$ cat src/rtl/DataTypes.sv
// ---------------------------------------------------------------------------
// DataTypes
// Shared types and constants for the req/ack handshake sender.
//   bit_t          : single-bit logic alias used for control strobes
//   hs_state_t     : sender FSM state, 2-bit encoding (code 2'b11 unused)
//   HS_SYNC_STAGES : default depth of the ack synchronizer
// ---------------------------------------------------------------------------
package DataTypes;

  typedef logic bit_t;

  typedef enum logic [1:0] {
    IDLE    = 2'd0,
    REQ     = 2'd1,
    RELEASE = 2'd2
  } hs_state_t;

  localparam int HS_SYNC_STAGES = 2;

endpackage : DataTypes

$ cat src/rtl/sync_chain.sv
// ---------------------------------------------------------------------------
// sync_chain
// N-stage single-bit synchronizer for a level arriving from another clock
// domain. Output is the input delayed by N clk edges.
// Ports:
//   clk      in  clock of the destination domain
//   reset    in  synchronous, active-low reset (clears every stage)
//   i_async  in  asynchronous level
//   o_sync   out synchronized level
// ---------------------------------------------------------------------------
module sync_chain
  import DataTypes::*;
#(
  parameter int N = HS_SYNC_STAGES
) (
  input  logic clk,
  input  logic reset,
  input  bit_t i_async,
  output bit_t o_sync
);

  logic [N-1:0] r_stage;

  always_ff @(posedge clk) begin
    if (!reset) begin
      r_stage <= '0;
    end else begin
      r_stage <= {r_stage[N-2:0], i_async};
    end
  end

  assign o_sync = r_stage[N-1];

endmodule : sync_chain

$ cat src/rtl/hs_req_sender.sv
// ---------------------------------------------------------------------------
// hs_req_sender
// Source side of a 4-phase req/ack handshake carrying one DATA_WIDTH word to
// another clock domain. The word is captured into data_out and req_out is
// raised; the remote side acknowledges, req_out falls, and once the ack has
// fallen again done pulses and the next word may be accepted.
//
// Optional feature macro: HS_TIMEOUT_EN
//   defined   : REQ is abandoned after TIMEOUT_CYCLES cycles without ack,
//               pulsing timeout_err and going through RELEASE as usual.
//   undefined : no counter, timeout_err is constant 0, REQ waits forever.
//
// Ports:
//   clk          in  clock
//   reset        in  synchronous, active-low reset
//   send_valid   in  local producer has a word
//   send_data    in  word to send
//   send_ready   out high only in IDLE (decoded from the state register)
//   req_out      out registered request level
//   data_out     out registered word, stable while req_out=1
//   ack_async    in  remote acknowledge, asynchronous to clk
//   done         out one-cycle pulse when a transfer completes
//   timeout_err  out one-cycle pulse on timeout
// ---------------------------------------------------------------------------
module hs_req_sender
  import DataTypes::*;
#(
  parameter int DATA_WIDTH     = 8,
  parameter int SYNC_STAGES    = HS_SYNC_STAGES,
  parameter int TIMEOUT_CYCLES = 64
) (
  input  logic                  clk,
  input  logic                  reset,
  input  logic                  send_valid,
  input  logic [DATA_WIDTH-1:0] send_data,
  output logic                  send_ready,
  output logic                  req_out,
  output logic [DATA_WIDTH-1:0] data_out,
  input  logic                  ack_async,
  output logic                  done,
  output logic                  timeout_err
);

  hs_state_t             r_state;
  hs_state_t             w_state_next;
  logic                  r_req;
  logic                  w_req_next;
  logic [DATA_WIDTH-1:0] r_data;
  logic [DATA_WIDTH-1:0] w_data_next;
  logic                  r_done;
  logic                  w_done_next;
  bit_t                  w_ack_s;

  sync_chain #(
    .N(SYNC_STAGES)
  ) u_ack_sync (
    .clk     (clk),
    .reset   (reset),
    .i_async (ack_async),
    .o_sync  (w_ack_s)
  );

`ifdef HS_TIMEOUT_EN
  localparam int              CNT_W    = $clog2(TIMEOUT_CYCLES + 1);
  localparam logic [CNT_W-1:0] CNT_LAST = CNT_W'(TIMEOUT_CYCLES - 1);

  logic [CNT_W-1:0] r_cnt;
  logic [CNT_W-1:0] w_cnt_next;
  logic             r_tout;
  logic             w_tout_next;
`else
  // Keeps the timeout parameter referenced when the feature is compiled out.
  logic w_unused_timeout;
  assign w_unused_timeout = (TIMEOUT_CYCLES != 0);
`endif

  // Next-state and registered-output logic
  always_comb begin
    w_state_next = r_state;
    w_req_next   = r_req;
    w_data_next  = r_data;
    w_done_next  = 1'b0;
`ifdef HS_TIMEOUT_EN
    w_cnt_next   = r_cnt;
    w_tout_next  = 1'b0;
`endif
    case (r_state)
      IDLE: begin
        if (send_valid) begin
          w_data_next  = send_data;
          w_req_next   = 1'b1;
          w_state_next = REQ;
`ifdef HS_TIMEOUT_EN
          w_cnt_next   = '0;
`endif
        end
      end
      REQ: begin
        // A real ack takes priority over the terminal count.
        if (w_ack_s) begin
          w_req_next   = 1'b0;
          w_state_next = RELEASE;
        end
`ifdef HS_TIMEOUT_EN
        else if (r_cnt == CNT_LAST) begin
          w_tout_next  = 1'b1;
          w_req_next   = 1'b0;
          w_state_next = RELEASE;
        end else begin
          w_cnt_next   = r_cnt + CNT_W'(1);
        end
`endif
      end
      RELEASE: begin
        if (!w_ack_s) begin
          w_done_next  = 1'b1;
          w_state_next = IDLE;
        end
      end
      default: begin
        w_req_next   = 1'b0;
        w_state_next = IDLE;
      end
    endcase
  end

  always_ff @(posedge clk) begin
    if (!reset) begin
      r_state <= IDLE;
      r_req   <= 1'b0;
      r_data  <= '0;
      r_done  <= 1'b0;
`ifdef HS_TIMEOUT_EN
      r_cnt   <= '0;
      r_tout  <= 1'b0;
`endif
    end else begin
      r_state <= w_state_next;
      r_req   <= w_req_next;
      r_data  <= w_data_next;
      r_done  <= w_done_next;
`ifdef HS_TIMEOUT_EN
      r_cnt   <= w_cnt_next;
      r_tout  <= w_tout_next;
`endif
    end
  end

  assign send_ready = (r_state == IDLE);
  assign req_out    = r_req;
  assign data_out   = r_data;
  assign done       = r_done;
`ifdef HS_TIMEOUT_EN
  assign timeout_err = r_tout;
`else
  assign timeout_err = 1'b0;
`endif

endmodule : hs_req_sender
$ cat config.mk
export PLATFORM = sky130hd
export DESIGN_NAME = hs_req_sender
export DESIGN_NICKNAME = d
export VERILOG_FILES = /design/src/rtl/DataTypes.sv /design/src/rtl/sync_chain.sv /design/src/rtl/hs_req_sender.sv
export SDC_FILE = /design/constraint.sdc
export NUM_CORES = 1
export LEC_CHECK = 0
export BUFFER_PORTS_ARGS = -buffer_cell sky130_fd_sc_hd__clkbuf_2
export CORE_UTILIZATION = 40
export CTS_CLUSTER_SIZE = 28
export DETAILED_ROUTE_END_ITERATION = 10
export PLACE_DENSITY = 0.66
export SYNTH_ARGS = -nofsm -noshare
export SYNTH_HDL_FRONTEND = slang
export SYNTH_HIERARCHICAL = 1
export SYNTH_SLANG_ARGS = --single-unit
$ cat constraint.sdc
create_clock -name clk -period 2.3 [get_ports clk]
set_input_delay 0.46 -clock clk [delete_from_list [all_inputs] [get_ports clk]]
set_output_delay 0.46 -clock clk [all_outputs]
set_load 0.01 [all_outputs]
## Word level (Yosys, flattened, before mapping)

Index checks and enable logic that the tools add are counted.

- Output and inout port bits: 12
- Flip-flop bits (word level): 14
- Input bits: 12
- Latch bits: 0
- Logic and storage cells: 24
- ROM bits: 0
- Bits in writable memories: 0
- Memories: 0

- Multipliers: 0
- Eq/ne operators: 5
- Bitwise gates (word level): 1
- Reductions and logical operators: 5
- Shift operators: 0
- Div/mod/pow operators: 0
- Magnitude comparators: 0
- Add/sub/neg operators: 0
- Multiplexer cells: 8

Operators with widths:

| operator | number |
|---|---|
| $mux W2 | 3 |
| $pmux W2 S3 | 1 |
| $reduce_and A3 Y1 | 2 |
| $ne A2 B2 Y1 const B | 2 |
| $reduce_and A2 Y1 | 2 |
| $mux W1 | 3 |
| $pmux W1 S3 | 1 |
| $eq A2 B1 Y1 const B | 1 |
| $eq A2 B2 Y1 const B | 1 |
| $logic_not A2 Y1 | 1 |
| $ne A2 B1 Y1 const B | 1 |
| $not A1 Y1 | 1 |

## Depth between registers and ports, before layout

- Depth after elaboration: 3
- Gate-level depth with buffers: 4
- Depth with buffers taken out: 3

## Hierarchy

The synthesis kept the hierarchy.

Modules (own cells, without submodules):

| module | sequential area each (um^2) | cells each | instances | area each (um^2) |
|---|---|---|---|---|
| hs_req_sender | 240.2 | 54 | 1 | 491.7 |
| sync_chain | 40.0 | 4 | 1 | 52.6 |

## Worst setup path before layout

No wires, ideal clock.

- Kind: input to register
- Start: in send_valid
- End: reg r_data[1] (netlist: data_out[1])
- Required time: 2.226 ns
- Library setup time: 0.074 ns
- Buffers on the path: 1
- Stages: 4
- Arrival time: 1.004 ns
- Slack: 1.221 ns
- Cell sequence: nor3b_4 -> buf_6 -> nand3_1 -> o21ai_0

- Word-level cells in the longest chain between the ends: 1

RTL lines:

| element | RTL line | source |
|---|---|---|
| start, declared | hs_req_sender.sv:34 | `input logic send_valid,` |
| $reduce_and A2 Y1 (no source line) | -- |  |
| end signal, assigned | hs_req_sender.sv:140 | `r_data <= w_data_next;` |
| end, declared | hs_req_sender.sv:48 | `logic [DATA_WIDTH-1:0] r_data;` |

No other way between the ends.
A chain may end at the register's enable or synchronous reset.

## Worst setup path after layout

- Start: reg r_state[1]
- End: out send_ready

- Word-level cells in the longest chain between the ends: 1

RTL lines:

| element | RTL line | source |
|---|---|---|
| start, declared | hs_req_sender.sv:44 | `hs_state_t r_state;` |
| start signal, assigned | hs_req_sender.sv:138 | `r_state <= w_state_next;` |
| $logic_not A2 Y1 | hs_req_sender.sv:149 | `assign send_ready = (r_state == IDLE);` |
| end, declared | hs_req_sender.sv:36 | `output logic send_ready,` |

No other way between the ends.

==> impl_metrics.tcl <==
set metrics [dict create \
    yosysWarnings 6 \
    drv_cap 0 \
    period_share_pct 62.0 \
    firstDrtPassIters 4 \
    vias 439 \
    fp.dieW_um 38.9 \
    gp_congestion 0.646 \
    clk_pin_slew_ns 0.08 \
    synth.top_cell.area_share_pct 51.5 \
    report.final.setup_viol 0 \
    max_slew_margin_pct 64.5 \
    area_growth_pct 23.2 \
    fin_tns_setup_ns 0 \
    synth_edf_count 0 \
    clock_skew_ns 0.00227 \
    fillers 113 \
    drc 0 \
    viasPerCell 4.67 \
    die_h_um 38.9 \
    path_cells "nor2_1, clkbuf_2" \
    crit_required_ns 1.84 \
    fin_util_pct 56.5 \
    internal-power_uw 380 \
    worst_setup_path_start_kind "flop" \
    synthesis.instances 58 \
    yosysSeqAreaShare_pct 51.5 \
    fin_crit_ns 1.43 \
    fp.dieArea_sq_mm 0.00151 \
    grtUsageTotal_pct 15.1 \
    powerDensity_mw_per_mm2 740 \
    yosysUniqueCellTypes 21 \
    ioPinCount 24 \
    synth_ff_type "dfxtp_1" \
    slew_viol_final 0 \
    cp.arrival_ns 0.97 \
    start_util_pct 45.9 \
    coreArea_sq_mm 0.00119 \
    worstSetupPathType "reg2out" \
    hold_path_class "in2reg" \
    clk_latency_ns 0.28 \
    netlist_area_sq_um 544 \
    grt_pass1_vias 336 \
    sw_frac_of_total_pct 23.4 \
    synth_seq_cells 14 \
    cts_resized 0 \
    drtAntennaViolNets 0 \
    portBuffers 22 \
    fmax_mhz 702 \
    synthArstFlopShare_pct 0 \
    tritoncts "yes" \
    synth_nets 70 \
    combPwrFrac_pct 11.5 \
    drive_above_1_share_pct 35.0 \
    cp_num_buf_inv 1 \
    clockRootBuffer "clkbuf_4" \
    synth.avg_cell_area_sq_um 9.38 \
    h-tree-depth 1 \
    cpMaxStageDelayCell "dfxtp_1" \
    hold_violations 0 \
    slowest_delay_ns 0.49 \
    nNetsFinal 93 \
    status "completed" \
    wirelength_um 906 \
    irDropWorstVdd_uv 299 \
    drt_iter0_markers 7 \
    clockBufferDepth 2 \
    postCtsSetupRepairBufs 0 \
    grt_max_degree 23 \
    worst_pin_slew_ns 0.532 \
    row_count 12 \
    grt_pass1_wl_um 1430 \
    wire_per_inst_um 9.64 \
    ys_top_cells_by_area "dfxtp_1 51%, nand3_1 7.4%, o21ai_0 7.4%, nand2_1 6.2%, nor3b_4 3.4%" \
    p_switching_uw 116 \
    cts_made_buffers 3 \
    seqPwrFrac_pct 53.6 \
    antenna_found_initial 0 \
    place_hpwl_um 637 \
    grt_setup_unrepaired "no" \
    cts_sinks 14 \
    yosysTopAreaCell "dfxtp_1" \
    antennaDiodeCount 0 \
    critical_path.top_delay_family "flip-flops" \
    worstPathMaxFanout 7 \
    crit_path_end_kind "output port" \
    p_leak_nw 0.308 \
    postCtsHoldBufs 0 \
    grt_overflow 0 \
    layout_commonest_cell "clkbuf_2" \
    power_frac_clock_pct 34.9 \
    final_cell_mix "22 x clkbuf_2, 14 x dfxtp_1, 9 x nand2_1, 8 x nand3_1, 8 x o21ai_0" \
]
==> registers in the layout, summed over array words and instances, names as in the netlist <==
register	flops
r_state	2
u_ack_sync/r_stage	2
done	1
data_out	8
req_out	1
==> power by group through the flow <==
stage / combinational (mW) / clock (mW) / sequential, mW
after CTS: 0.0584 / 0.178 / 0.266
final: 0.0572 / 0.173 / 0.266
after detailed placement: 0.0584 / 0 / 0.272
after global placement: 0.0568 / 0 / 0.272
after global routing: 0.0648 / 0.193 / 0.268
after floorplan: 0.0335 / 0 / 0.276
==> logic make-up after synthesis <==
family | after synthesis | synth area share, %
DFF | 14 | 51.5
AOI/OAI and AO/OA | 10 | 10.1
muxes | 1 | 1.84
buffers and inverters | 5 | 7.58
xor gates and xnor gates | 1 | 1.61
other | 1 | 0.689
and+or+nand+nor | 26 | 26.7
==> cells in the mapped netlist, types with 2 or more instances <==
| cell | number |
|---|---|
| dfxtp_1 | 14 |
| and2_1 | 2 |
| o21ai_0 | 8 |
| nor2_1 | 2 |
| nand2_1 | 9 |
| nand3_1 | 8 |
==> worst paths after layout <==
path              slack, ns               endpoint             startpoint  depth (start not counted)
hold / removal         0.38  u_ack_sync/r_stage[0]              ack_async                          2
setup / recovery       0.87             send_ready             r_state[1]                          2
setup reg to reg       1.10            data_out[0]             r_state[0]                          3
hold reg to reg        0.44  u_ack_sync/r_stage[1]  u_ack_sync/r_stage[0]                          1
==> layer usage <==
| layer | part of all wire, % | wire, um | global-route usage [%] | vias to the layer above |
|---|---|---|---|---|
| li1 | - | - | - | 237 |
| met1 | 47 | 425 | 17.2 | 184 |
| met2 | 45 | 410 | 20.8 | 16 |
| met3 | 6.4 | 58 | 10.4 | 2 |
| met4 | 1.2 | 11 | 7.76 | 0 |
| met5 | 0 | 0 | 0 | - |
==> cell type report <==
cell class / instances / area [sq um] / share of cell area (%)
multi-input cells: 39 / 223 / 33.2
inverters: 1 / 3.75 / 0.560
well taps: 14 / 17.5 / 2.61
flip-flops and latches: 14 / 280 / 41.8
clock buffers: 4 / 36.3 / 5.41
repair buffers: 22 / 110 / 16.4
==> through the flow <==
stage	hold WS [ns]	instances	area, sq um	worst slack [ns]	power (mW)
2_1_floorplan	0.412	58	544	1.22	0.310
3_3_place_gp	0.413	90	634	0.964	0.329
3_5_place_dp	0.422	90	634	0.905	0.330
4_1_cts	0.370	94	671	0.861	0.503
5_1_grt	0.375	94	671	0.792	0.527
6_report	0.385	94	671	0.875	0.496
No activity file was read; power rests on OpenSTA's default activity.
